`config.mk`:
```
export PLATFORM = sky130hd
export DESIGN_NAME = pwm_capture
export DESIGN_NICKNAME = d
export VERILOG_FILES = /design/src/rtl/pwm_pkg.sv /design/src/rtl/pwm_edge_sync.sv /design/src/rtl/pwm_capture.sv
export SDC_FILE = /design/constraint.sdc
export NUM_CORES = 1
export LEC_CHECK = 0
export CORE_MARGIN = 3
export CORE_UTILIZATION = 24
export DETAILED_ROUTE_END_ITERATION = 6
export MAX_ROUTING_LAYER = met4
export PLACE_DENSITY = 0.53
export RECOVER_POWER = 25
export SETUP_SLACK_MARGIN = 0.2
export SKIP_CTS_REPAIR_TIMING = 1
export SYNTH_ARGS = -nofsm -noshare
export SYNTH_HDL_FRONTEND = slang
export SYNTH_SLANG_ARGS = --single-unit
```
`constraint.sdc`:
```
create_clock -name clk -period 2.1 [get_ports clk]
set_input_delay 0.42 -clock clk [delete_from_list [all_inputs] [get_ports clk]]
set_output_delay 0.42 -clock clk [all_outputs]
set_load 0.05 [all_outputs]
```
`src/rtl/pwm_pkg.sv`:
```
// Shared definitions for the PWM peripherals: register map, control/status
// bit positions and the capture FSM state encoding.
package pwm_pkg;

  localparam logic [3:0] ADDR_CTRL   = 4'h0;
  localparam logic [3:0] ADDR_PERIOD = 4'h1;
  localparam logic [3:0] ADDR_HIGH   = 4'h2;
  localparam logic [3:0] ADDR_STATUS = 4'h3;

  localparam int CTRL_EN_BIT  = 0;
  localparam int CTRL_INV_BIT = 1;

  localparam int STAT_VALID_BIT = 0;
  localparam int STAT_OVF_BIT   = 1;
  localparam int STAT_NEW_BIT   = 2;

  typedef enum logic [1:0] {
    CAP_IDLE = 2'd0,
    CAP_HIGH = 2'd1,
    CAP_LOW  = 2'd2
  } cap_state_t;

endpackage

```
`src/rtl/pwm_edge_sync.sv`:
```
// Brings the asynchronous measured signal into the clk domain, applies the
// optional inversion and produces single-cycle rise/fall strobes.
module pwm_edge_sync (
  input  logic clk,
  input  logic rst_n,
  input  logic i_pwm,
  input  logic i_inv,
  output logic o_rise,
  output logic o_fall
);

  logic r_sync1;
  logic r_sync2;
  logic r_s_d;
  logic w_s;

  // Inversion sits after the synchronizer so the delay flop compares like with like.
  assign w_s = r_sync2 ^ i_inv;

  always_ff @(posedge clk or negedge rst_n) begin
    if (!rst_n) begin
      r_sync1 <= 1'b0;
      r_sync2 <= 1'b0;
      r_s_d   <= 1'b0;
    end else begin
      r_sync1 <= i_pwm;
      r_sync2 <= r_sync1;
      r_s_d   <= w_s;
    end
  end

  assign o_rise = w_s & ~r_s_d;
  assign o_fall = ~w_s & r_s_d;

endmodule

```
`src/rtl/pwm_capture.sv`:
```
// Input-capture peripheral: measures period and high time of pwm_in in clk
// cycles and exposes them on the 4-bit-address register bus.
module pwm_capture
  import pwm_pkg::*;
#(
  parameter int WIDTH = 16
) (
  input  logic             clk,
  input  logic             rst_n,
  input  logic             wr_en,
  input  logic             rd_en,
  input  logic [3:0]       addr,
  input  logic [WIDTH-1:0] wr_data,
  output logic [WIDTH-1:0] rd_data,
  input  logic             pwm_in,
  output logic             cap_done
);

  localparam logic [WIDTH-1:0] CNT_MAX = '1;
  localparam logic [WIDTH-1:0] CNT_ONE = WIDTH'(1);

  logic             r_en;
  logic             r_inv;
  cap_state_t       r_state;
  logic [WIDTH-1:0] r_cnt;
  logic [WIDTH-1:0] r_high_tmp;
  logic [WIDTH-1:0] r_period;
  logic [WIDTH-1:0] r_high;
  logic             r_valid;
  logic             r_ovf;
  logic             r_new;
  logic             r_cap_done;

  logic w_rise;
  logic w_fall;
  logic w_edge;
  logic w_wr_ctrl;
  logic w_wr_status;
  logic w_cnt_max;

  pwm_edge_sync u_edge_sync (
    .clk    (clk),
    .rst_n  (rst_n),
    .i_pwm  (pwm_in),
    .i_inv  (r_inv),
    .o_rise (w_rise),
    .o_fall (w_fall)
  );

  assign w_edge      = w_rise | w_fall;
  assign w_wr_ctrl   = wr_en && (addr == ADDR_CTRL);
  assign w_wr_status = wr_en && (addr == ADDR_STATUS);
  assign w_cnt_max   = (r_cnt == CNT_MAX);

  always_ff @(posedge clk or negedge rst_n) begin
    if (!rst_n) begin
      r_en  <= 1'b0;
      r_inv <= 1'b0;
    end else if (w_wr_ctrl) begin
      r_en  <= wr_data[CTRL_EN_BIT];
      r_inv <= wr_data[CTRL_INV_BIT];
    end
  end

  // W1C clears are applied first so a hardware set later in the block wins.
  always_ff @(posedge clk or negedge rst_n) begin
    if (!rst_n) begin
      r_state    <= CAP_IDLE;
      r_cnt      <= '0;
      r_high_tmp <= '0;
      r_period   <= '0;
      r_high     <= '0;
      r_valid    <= 1'b0;
      r_ovf      <= 1'b0;
      r_new      <= 1'b0;
      r_cap_done <= 1'b0;
    end else begin
      r_cap_done <= 1'b0;
      if (w_wr_status && wr_data[STAT_OVF_BIT]) r_ovf <= 1'b0;
      if (w_wr_status && wr_data[STAT_NEW_BIT]) r_new <= 1'b0;

      if (!r_en) begin
        r_state <= CAP_IDLE;
        r_cnt   <= '0;
        r_valid <= 1'b0;
      end else begin
        case (r_state)
          CAP_IDLE: begin
            if (w_rise) begin
              r_state <= CAP_HIGH;
              r_cnt   <= CNT_ONE;
            end
          end
          CAP_HIGH: begin
            if (w_cnt_max && !w_edge) begin
              r_state <= CAP_IDLE;
              r_cnt   <= '0;
              r_ovf   <= 1'b1;
              r_valid <= 1'b0;
            end else if (w_fall) begin
              r_state    <= CAP_LOW;
              r_high_tmp <= r_cnt;
              r_cnt      <= r_cnt + CNT_ONE;
            end else begin
              r_cnt <= r_cnt + CNT_ONE;
            end
          end
          CAP_LOW: begin
            if (w_cnt_max && !w_edge) begin
              r_state <= CAP_IDLE;
              r_cnt   <= '0;
              r_ovf   <= 1'b1;
              r_valid <= 1'b0;
            end else if (w_rise) begin
              r_state    <= CAP_HIGH;
              r_period   <= r_cnt;
              r_high     <= r_high_tmp;
              r_valid    <= 1'b1;
              r_new      <= 1'b1;
              r_cap_done <= 1'b1;
              r_cnt      <= CNT_ONE;
            end else begin
              r_cnt <= r_cnt + CNT_ONE;
            end
          end
          default: begin
            r_state <= CAP_IDLE;
            r_cnt   <= '0;
          end
        endcase
      end
    end
  end

  assign cap_done = r_cap_done;

  always_comb begin
    rd_data = '0;
    if (rd_en) begin
      case (addr)
        ADDR_CTRL: begin
          rd_data[CTRL_EN_BIT]  = r_en;
          rd_data[CTRL_INV_BIT] = r_inv;
        end
        ADDR_PERIOD: rd_data = r_period;
        ADDR_HIGH:   rd_data = r_high;
        ADDR_STATUS: begin
          rd_data[STAT_VALID_BIT] = r_valid;
          rd_data[STAT_OVF_BIT]   = r_ovf;
          rd_data[STAT_NEW_BIT]   = r_new;
        end
        default: rd_data = '0;
      endcase
    end
  end

endmodule
```
==> results.yml <==
global_routing:
  grt_util_met2_pct: 16.6
  gr-total-overflow: 0
  grtUsageMet1_pct: 14.5
  grt_pass1_wl_um: 14400
  grt_pass1_vias: 2866
  grt_use_met3_pct: 2.24
  track_usage_pct: 11.0
  grt_antenna_before_repair: 0
  busiest_layer: "met2"
  grt_max_degree: 39
setup_path:
  rr_startpoint: "r_inv$_DFFE_PN0P_"
  cp.required_ns: 2.32
  regToRegSetupSlack_ns: -0.08
  crit_fanout: 6
  r2r.worst_path.cells: 9
  cp.arrival_ns: 2.40
  r2r_end: "r_cnt[14]$_DFFE_PN0P_"
  critical_path.endpoint_type: "register"
  cp-startpoint: "r_inv$_DFFE_PN0P_"
  worstSetupPathType: "register to register"
  startpoint_type: "register"
routing:
  wire_per_inst_um: 15.7
  via_count: 2798
  drtAntennaViolNets: 0
  firstDrtPassIters: 4
  drc: 0
  wl_um: 9450
  via_per_inst: 4.66
  dr.first_iter.drc_count: 181
synthesis:
  syn-num-nets: 359
  ys_ff_latch: 75
  synth_edf_count: 0
  syn_area_um2: 3720
  synth_area_per_cell_um2: 11.4
  yosysSeqAreaShare_pct: 50.4
  synthFlopType: "dfrtp_1"
  postSynth.asyncResetShare_pct: 100
  synth_cells: 326
  synth.distinct_cells: 47
  yosysWarnings: 0
clock_tree:
  clock_sink_count: 75
  h-tree-depth: 3
  tritoncts: "done"
  cts.path.max_buffers: 2
  ctsRootBufferMaster: "clkbuf_16"
  cts-buffers-inserted: 9
  clk_latency_ns: 0.34
  clkSlewWorstSetupHoldPaths_ns: 0.06
timing:
  fin_ws_ns: -0.0840
  setup_violations: 26
  tightest_slew_ns: 0.971
  fmaxAchievable_mhz: 458
  whs_ns: 0.237
  hold_violations: 0
  grt_setup_unrepaired: "true"
  finalMaxSlewViolations: 0
  period_needed_ns: 2.18
  fin_skew_ns: 0.00796
  post-route-period-util_pct: 104
  max_slew_margin_pct: 35.3
placed_design:
  port_buffers: 28
  dpl.hpwl_um: 5890
  gp_congestion: 0.835
  dpl_cell_area_um2: 4890
floorplanning:
  top_level_ports: 42
  initial_core_util_pct: 25.1
  core_area_um2: 14900
  fp.dieH_um: 131
  num_rows: 44
  die_area_um2: 17100
  die_w_um: 131
power:
  ir_drop_mv: 0.383
  p_per_area_nw_per_um2: 736
  p_leak_nw: 2.47
flow_run:
  drv_cap: 0
layout:
  synthToLayoutAreaGrowth_pct: 50.4
  diodes: 0
  drive_above_1_share_pct: 51.1
  fillCellCount: 1411
  finalInstanceArea_um2: 5600
  layout_commonest_cell: "dfrtp_1"
  seq_area_um2: 1880
  layout_common_cells: "dfrtp_1, buf_4, mux2_2"
  multi_input_area_um2: 2070
  nets: 446
min_path:
  hold_path_class: "input port to async pin"
outcome:
  status: "finished with violations"
  violations: "negative setup slack"
==> critical path, cell delays in order, from the launching register on <==
cell and delay [ns]:
dfrtp_1 0.41, xor2_2 0.19, inv_2 0.06, ha_4 0.27, inv_2 0.03, or4_4 0.54, o21ai_4 0.23, buf_6 0.16
or3_1 0.11, o21ai_1 0.06
==> worst max path at each step <==
stage | end | slack [ns]
after floorplan | r_high_tmp[0]$_DFFE_PN0P_ | -0.19
after global placement | r_high_tmp[11]$_DFFE_PN0P_ | -0.44
after detailed placement | r_high_tmp[10]$_DFFE_PN0P_ | -0.48
after CTS | r_high_tmp[12]$_DFFE_PN0P_ | -0.50
after global routing | r_cnt[14]$_DFFE_PN0P_ | -0.14
final | r_cnt[14]$_DFFE_PN0P_ | -0.08
==> cell type report <==
type | count | share of cell area (%)
flip-flops and latches | 75 | 33.5
clock buffers | 10 | 4.09
inverters | 15 | 1.01
repair buffers | 91 | 18.9
multi-input cells | 221 | 37.0
well taps | 184 | 4.11
clock inverters | 5 | 1.41
==> sequential cells by signal, summed over array words and instances (netlist names), 2 cells and up <==
| register | count |
|---|---|
| r_high_tmp | 16 |
| r_period | 16 |
| r_state | 2 |
| r_cnt | 16 |
| r_high | 16 |
==> synth_stat cells (4+ instances only) <==
| cell | instances | area [um^2] |
|---|---|---|
| clkbuf_1 | 10 | 37.5 |
| a22oi_1 | 15 | 113 |
| dfrtp_1 | 75 | 1880 |
| nand3_1 | 15 | 75.1 |
| or3_1 | 7 | 43.8 |
| mux2_4 | 10 | 150 |
| mux2_2 | 40 | 450 |
| a21oi_1 | 8 | 40.0 |
| nor2_1 | 14 | 52.6 |
| o21ai_0 | 17 | 85.1 |
| nor2b_1 | 15 | 93.8 |
| nor3_1 | 4 | 20.0 |
| buf_6 | 4 | 45.0 |
| nand2_1 | 25 | 93.8 |
| inv_1 | 15 | 56.3 |
| ha_1 | 8 | 100 |
| nand4_1 | 4 | 25.0 |
==> power breakdown <==
| group | total [mW] | switching, mW | internal, mW |
|---|---|---|---|
| clock | 1.62 | 0.590 | 1.03 |
| sequential | 1.55 | 0.0439 | 1.51 |
| combinational | 0.952 | 0.521 | 0.432 |
| total | 4.12 | 1.16 | 2.97 |
==> cell families (layout without fill, tap and decap cells) <==
group / count (synthesis) / in the layout / share of synthesized area, %
simple gates: 98 / 98 / 14.2
flops: 75 / 75 / 50.4
compound gates: 61 / 62 / 11.0
mux: 52 / 52 / 17.0
buf+inv: 31 / 121 / 4.40
fa+ha+maj: 8 / 8 / 2.69
xor+xnor: 1 / 1 / 0.235
==> through the flow <==
stage	std cells	total power, mW	setup WS, ns	util, %	setup TNS [ns]
after floorplan	326	2.04	-0.186	-	-6.22
after detailed placement	571	2.35	-0.482	32.9	-13.86
after CTS	586	3.99	-0.497	35.0	-15.16
final	601	4.12	-0.0840	37.7	-0.811
after global routing	601	4.30	-0.142	37.7	-4.88
after global placement	571	2.34	-0.442	32.9	-12.75
==> routing by layer <==
metal,vias to the layer above,routed length [um]
met5,-,0
met1,1377,4330
met3,12,463
met4,0,129
li1,1349,-
met2,60,4530
Note: power is estimated with default switching activity, not from simulation.
